**src/rtl/uart_rx_fsm.sv**
```systemverilog
// Oversampled UART receiver: 2-flop input synchronizer, start/data/parity/stop FSM,
// one-clk result pulse carrying data and per-frame error flags.
module uart_rx_fsm #(
   parameter int DATA_WIDTH = 8,
   parameter int OVERSAMPLE = 8
) (
   input  logic                  clk,
   input  logic                  rst,
   input  logic                  rx_in,
   input  logic                  sample_tick,
   input  logic                  parity_en,
   input  logic                  parity_type,
   output logic [DATA_WIDTH-1:0] data_out,
   output logic                  data_valid,
   output logic                  parity_err,
   output logic                  stop_err,
   output logic                  busy
);

   localparam int TW = $clog2(OVERSAMPLE);
   localparam int BW = $clog2(DATA_WIDTH);
   localparam logic [TW-1:0] TICK_MID  = TW'(OVERSAMPLE/2 - 1);
   localparam logic [TW-1:0] TICK_LAST = TW'(OVERSAMPLE - 1);
   localparam logic [BW-1:0] BIT_LAST  = BW'(DATA_WIDTH - 1);

   typedef enum logic [2:0] {IDLE, START, DATA, PARITY, STOP} state_t;

   logic [1:0]            sync_q;
   logic                  line;
   state_t                state_q, state_d;
   logic [TW-1:0]         tick_q, tick_d;
   logic [BW-1:0]         bit_q, bit_d;
   logic [DATA_WIDTH-1:0] shift_q, shift_d;
   logic                  pen_q, pen_d, ptype_q, ptype_d, perr_q, perr_d;
   logic                  mid, last, done;

   assign line = sync_q[1];
   assign mid  = sample_tick && (tick_q == TICK_MID);
   assign last = sample_tick && (tick_q == TICK_LAST);

   always_comb begin
      state_d = state_q;
      tick_d  = tick_q;
      bit_d   = bit_q;
      shift_d = shift_q;
      pen_d   = pen_q;
      ptype_d = ptype_q;
      perr_d  = perr_q;
      done    = 1'b0;
      if (sample_tick)
         tick_d = (tick_q == TICK_LAST) ? '0 : tick_q + 1'b1;
      case (state_q)
         IDLE: begin
            tick_d = '0;
            if (sample_tick && !line)
               state_d = START;
         end
         START: begin
            if (mid) begin
               if (line) begin
                  state_d = IDLE;
                  tick_d  = '0;
               end else begin
                  // frame configuration is frozen here for the rest of the frame
                  pen_d   = parity_en;
                  ptype_d = parity_type;
                  bit_d   = '0;
                  perr_d  = 1'b0;
               end
            end else if (last) begin
               state_d = DATA;
            end
         end
         DATA: begin
            if (mid)
               shift_d = {line, shift_q[DATA_WIDTH-1:1]};
            if (last) begin
               bit_d = bit_q + 1'b1;
               if (bit_q == BIT_LAST)
                  state_d = pen_q ? PARITY : STOP;
            end
         end
         PARITY: begin
            if (mid)
               perr_d = line != (ptype_q ? ~^shift_q : ^shift_q);
            if (last)
               state_d = STOP;
         end
         STOP: begin
            // leave at mid-bit so a back-to-back start edge is not missed
            if (mid) begin
               done    = 1'b1;
               state_d = IDLE;
               tick_d  = '0;
            end
         end
         default: begin
            state_d = IDLE;
            tick_d  = '0;
         end
      endcase
   end

   always_ff @(posedge clk) begin
      if (rst) begin
         sync_q     <= 2'b11;
         state_q    <= IDLE;
         tick_q     <= '0;
         bit_q      <= '0;
         shift_q    <= '0;
         pen_q      <= 1'b0;
         ptype_q    <= 1'b0;
         perr_q     <= 1'b0;
         data_out   <= '0;
         data_valid <= 1'b0;
         parity_err <= 1'b0;
         stop_err   <= 1'b0;
         busy       <= 1'b0;
      end else begin
         sync_q     <= {sync_q[0], rx_in};
         state_q    <= state_d;
         tick_q     <= tick_d;
         bit_q      <= bit_d;
         shift_q    <= shift_d;
         pen_q      <= pen_d;
         ptype_q    <= ptype_d;
         perr_q     <= perr_d;
         data_valid <= done;
         parity_err <= done & pen_q & perr_q;
         stop_err   <= done & ~line;
         busy       <= (state_d != IDLE);
         if (done)
            data_out <= shift_q;
      end
   end

endmodule

```
**config.mk**
```make
export PLATFORM = sky130hd
export DESIGN_NAME = uart_rx_fsm
export DESIGN_NICKNAME = d
export VERILOG_FILES = /design/src/rtl/uart_rx_fsm.sv
export SDC_FILE = /design/constraint.sdc
export NUM_CORES = 1
export LEC_CHECK = 0
export ABC_AREA = 1
export ABC_CLOCK_PERIOD_IN_PS = 2800
export CAP_MARGIN = 20
export CELL_PAD_IN_SITES_DETAIL_PLACEMENT = 0
export CELL_PAD_IN_SITES_GLOBAL_PLACEMENT = 1
export CORE_MARGIN = 2
export CORE_UTILIZATION = 43
export CTS_CLUSTER_DIAMETER = 120
export DETAILED_ROUTE_END_ITERATION = 6
export PLACE_DENSITY = 0.82
export SYNTH_ARGS = -nofsm -noshare
export SYNTH_HDL_FRONTEND = slang
export SYNTH_SLANG_ARGS = --single-unit
export TNS_END_PERCENT = 100
```
**constraint.sdc**
```tcl
create_clock -name clk -period 2.8 [get_ports clk]
set_clock_uncertainty 0.15 [all_clocks]
set_input_delay 0.56 -clock clk [delete_from_list [all_inputs] [get_ports clk]]
set_output_delay 0.56 -clock clk [all_outputs]
set_load 0.02 [all_outputs]
```
* After elaboration in Yosys (flattened, before gate mapping) *
Cells that the tools add are included.

word-level totals
  flip-flop bits (word level) = 34
  word-level logic and storage cells = 73

operators by class
  mux-type cells = 27
  equal/unequal tests = 12
  add/subtract/negate cells = 2
  bitwise operators = 4
  reductions and logical operators = 15

operator list
  kind                   count
  $mux W3                17
  $pmux W3 S5            1
  $eq A3 B2 Y1 const B   3
  $eq A3 B3 Y1 const B   3
  $pmux W3 S3            1
  $ne A2 B2 Y1 const B   4
  $reduce_and A4 Y1      2
  $reduce_xnor A8 Y1     1
  $reduce_xor A8 Y1      1
  $add A3 B1 Y3 const B  2
  $mux W1                6
  $pmux W3 S2            1
  $reduce_bool A2 Y1     2
  $and A1 B1 Y1          3
  $eq A3 B1 Y1 const B   1
  $logic_and A1 B1 Y1    3
  $logic_not A3 Y1       1
  $reduce_and A3 Y1      1
  $reduce_bool A3 Y1     1
  $pmux W1 S2            1
  $reduce_and A2 Y1      1
  $reduce_or A2 Y1       1
  $logic_not A1 Y1       1
  $ne A1 B1 Y1           1
  $not A1 Y1             1

* Logic depth before layout (Yosys ltp) *
  word-level depth = 6
  depth in mapped cells = 11
  gate-level depth less buffers = 11

* Worst setup path before layout *
Ideal clock, no wire load.

  path kind = input port to flip-flop
  start point = in sample_tick
  end point = reg data_out[6]
  setup slack = 1.235 ns
  setup time = 0.119 ns
  required time = 2.531 ns
  arrival time = 1.296 ns
  stages on the path = 7
  path buffers = 2
  cell sequence = buf_6 -> nand2_2 -> inv_2 -> nand4_2 -> buf_4 -> o21ai_0 -> a21oi_1

on the way
  word-level cells in the longest chain between the ends = 3

RTL lines
  element                 RTL line  source
  start: declaration      10        input logic sample_tick,
  $logic_and A1 B1 Y1     38        assign mid = sample_tick && (tick_q == TICK_MID);
  $mux W1                 91        if (mid) begin
  $mux W1                 52        case (state_q)
  end signal: assignment  133       data_out <= shift_q;
  end: declaration        13        output logic [DATA_WIDTH-1:0] data_out,

Every way passes these cells.
A chain may end at the register's enable or synchronous reset.

* Final worst setup path *
  start point = in sample_tick
  end point = reg tick_q[1]

on the way
  word-level cells in the longest chain between the ends = 4

RTL lines
  element                 RTL line  source
  $mux W3                 50        if (sample_tick)
  $mux W3                 60        if (line) begin
  $mux W3                 59        if (mid) begin
  $pmux W3 S3 *           52
  end signal: assignment  122       tick_q <= tick_d;
  end: declaration        31        logic [TW-1:0] tick_q, tick_d;

Every way passes the cells marked *; elsewhere a longest branch is shown, timed or not.

==> results by group <==
Yosys
  • Yosys reg bits: 34
  • Primary FF master, synth: dfxtp_1
  • Post-Syn Area: 0.001619 mm²
  • Syn Area/Cell: 7.601 µm²
  • Sequential fraction of the synthesis area: 42.04%
  • Post-synth EDFFs: 0
  • Yosys warns: 0
  • Asr flop ratio synth: 0%
  • Net Count, Synth: 224
  • Yosys cell types: 31
  • Post-synthesis instance total: about 210

Clock tree
  • Post-CTS sizing: 0
  • Skew-Pair Late Insertion Delay: 0.28 ns
  • CTS clock-pin slew for the worst setup and hold paths: 0.07 ns
  • Post-CTS Setup Repair Bufs: 0
  • Clock root cell: clkbuf_8
  • CTS Sinks: 34
  • # hold bufs at CTS: 0
  • Clock buffer depth: 2
  • H-tree levels: 2
  • CTS tree: yes
  • CTS Buf Count: 5

Pwr
  • Internal power: approximately 0.7 mW
  • Seq pwr share: a little over half
  • Sw Ratio: between 20% and 30%
  • Switching pwr: approximately 0.20 mW
  • Clk pwr share: between 40% and 50%
  • Tot Pwr: 0.8973 mW
  • Logic pwr share: between 4 and 5%
  • LEAKAGE: 0.8394 nW
  • PwrDens: 468.7 mW/mm²
  • Worst vdd ir: 0.0002931 V

Floorplanning
  • Die Y: approximately 65 µm
  • Floorplan row count: 22
  • Die area: 0.004272 mm²
  • Core area: 0.003633 mm²
  • IO Count: 18
  • Die Width: 65.36 µm
  • Starting Density: 44.56%

Drt
  • Via count: 1347
  • Drt drc: 0
  • Routed WL: ~2900 µm
  • Routed vias/inst: around 4.8
  • Pre-antenna DRT Iters: 4
  • Antenna Nets Post-Route: 0
  • DR iter-0 viols: 57
  • Wire length per cell: 10.41 µm

STA
  • Slew Viols, Final: 0
  • RSZ-0062 raised after global routing: no
  • Slew HR: about two thirds
  • Max Freq: between 0.4 and 0.5 GHz
  • Hold Vio Cnt, Final: 0
  • Worst Max-Slew Pin Slew: about 0.53 ns
  • Setup ws final: 0.7785 ns
  • Fin crit share: ~72%
  • Setup tns final: 0 ns
  • Post-layout min period: 2.022 ns
  • Finish-stage setup viols: 0

Finish
  • Most frequent cells in the layout: 39 x nand2_1, 34 x dfxtp_1, 29 x inv_1
  • Nets: ~240
  • Commonest non-fill, non-tap cell in the layout: nand2_1
  • Finished Layout Cells: around 280
  • Synth-to-layout area growth: 18.24%
  • Diode count: 0
  • Layout cells sized above 1: around an eighth

Setup path
  • Worst-path cell chain: clkdlybuf4s50_1 -> nand2_2 -> inv_2 -> buf_4 -> nor2_1 -> inv_1 -> nand2_1 -> o211ai_2 -> nor2_1
  • Critical path type: input pin to register
  • Worst path buffer plus inverter count: 4
  • Worst Path Arrival: between 2 and 2.5 ns
  • CP peak stage delay: around 0.61 ns
  • WP data required: 2.82 ns
  • Reg2Reg Setup Slack: 1.02 ns
  • Critical path fanouts, max: 11
  • Most frequent CP cell: nor2_1
  • Kind of end point of the critical path: register
  • Crit start category: input pin
  • Slowest library cell on the worst path: clkdlybuf4s50_1
  • CP top delay family: buffers and inverters

Global routing
  • Largest net degree at the start of global routing: 20
  • First-pass GRT wire length: 5133 µm
  • Antenna violations before repair: 0
  • Vias in the first global route: 1200
  • GRT overflow: 0
  • Total Routing Usage GR: 16.00%

Place
  • Place WS: 0.4441 ns
  • DP Wirelength: 2142 µm
  • Placer Congestion: 0.8323
  • I/O Buffers: 17
  • Cell total after placement: 274

Min path
  • HP Class: register to register

Status
  • Status: finished, final reports clean

Run
  • MaxCap Viol Count: 0
-- per-stage QoR --
stage               hold slack, ns  instance area [µm²]  util (%)
floorplan                   0.2395                 1619         -
global placement            0.2446                 1819     50.07
detailed placement          0.2566                 1819     50.07
CTS                         0.2731                 1914     52.69
global route                0.2775                 1914     52.69
finish                      0.2725                 1914     52.69
-- worst reg2reg max path, delay by kind of cell, from the launching register on --
kind            cells  cell delay [ns]
simple gates        4             0.26
compound gates      1             0.21
flops               1             0.34
fa+ha+maj           2             0.34
buf+inv             3             0.36
-- state kept, by name (all words and copies together) (netlist names) --
signal,count
data_out,8
shift_q,8
bit_q,3
state_q,3
tick_q,3
sync_q,2
busy,1
data_valid,1
parity_err,1
pen_q,1
perr_q,1
ptype_q,1
stop_err,1
-- path summary, 6_finish.rpt --
| path | end | startpoint | depth (start not counted) |
|---|---|---|---|
| max | tick_q[1] | sample_tick | 9 |
| min | sync_q[1] | sync_q[0] | 1 |
| max reg2reg | tick_q[1] | tick_q[0] | 10 |
| min reg2reg | sync_q[1] | sync_q[0] | 1 |
-- cell usage after synthesis (2+ instances only) --
master    instances  area share (%)
clkbuf_1          2            0.46
inv_2             2            0.46
buf_4             2            0.93
nor2_2            3             1.2
a21oi_1          23             7.1
nand3_1          15             4.6
nor2_1           11             2.6
o21ai_0          18             5.6
or2_2             2            0.77
dfxtp_1          34              42
xor2_1            2             1.1
nand2_1          39             9.0
nor3_1            2            0.62
o21ai_2           2             1.1
buf_6             2             1.4
xnor2_1           3             1.6
o21ai_1           3            0.93
nand2_2           3             1.2
ha_1              5             3.9
inv_1            29             6.7
-- per-layer routing --
| layer | track usage (%) | part of all wire [%] | vias to the layer above | routed length [µm] |
|---|---|---|---|---|
| li1 | - | - | 726 | - |
| met4 | 7.031 | 2.1 | 0 | 61 |
| met5 | 0 | 0 | - | 0 |
| met3 | 5.137 | 4.5 | 7 | 131 |
| met1 | 18.76 | 45 | 591 | 1332 |
| met2 | 26.66 | 48 | 23 | 1411 |
-- logic make-up (layout without fill, tap and decap cells) --
kind of cell / count (synthesis) / count (layout) / synth area share (%)
buffers and inverters: 38 / 59 / 10.36
and+or+nand+nor: 81 / 81 / 23.49
xor gates and xnor gates: 5 / 5 / 2.705
adders and majority gates: 5 / 5 / 3.864
DFF: 34 / 34 / 42.04
muxes: 1 / 1 / 0.6183
AOI/OAI and AO/OA: 49 / 49 / 16.92
-- final cells by class --
class / count / area [µm²]
Tap cell: 48 / 60.06
Clock inverter: 2 / 12.51
Fill cell: 384 / 1719
Sequential cell: 34 / 680.7
Inverter: 32 / 122.6
Timing Repair Buffer: 19 / 185.2
Clock buffer: 6 / 82.58
Multi-Input combinational cell: 141 / 770.7
-- power groups by stage --
stage / clock network, mW / registers [mW] / logic [mW]
detailed placement: 0 / 0.500 / 0.0388
floorplan: 0 / 0.500 / 0.0255
global placement: 0 / 0.500 / 0.0392
global route: 0.409 / 0.489 / 0.0437
CTS: 0.388 / 0.489 / 0.0389
finish: 0.370 / 0.489 / 0.0385
Note: power is estimated with default switching activity, not from simulation.
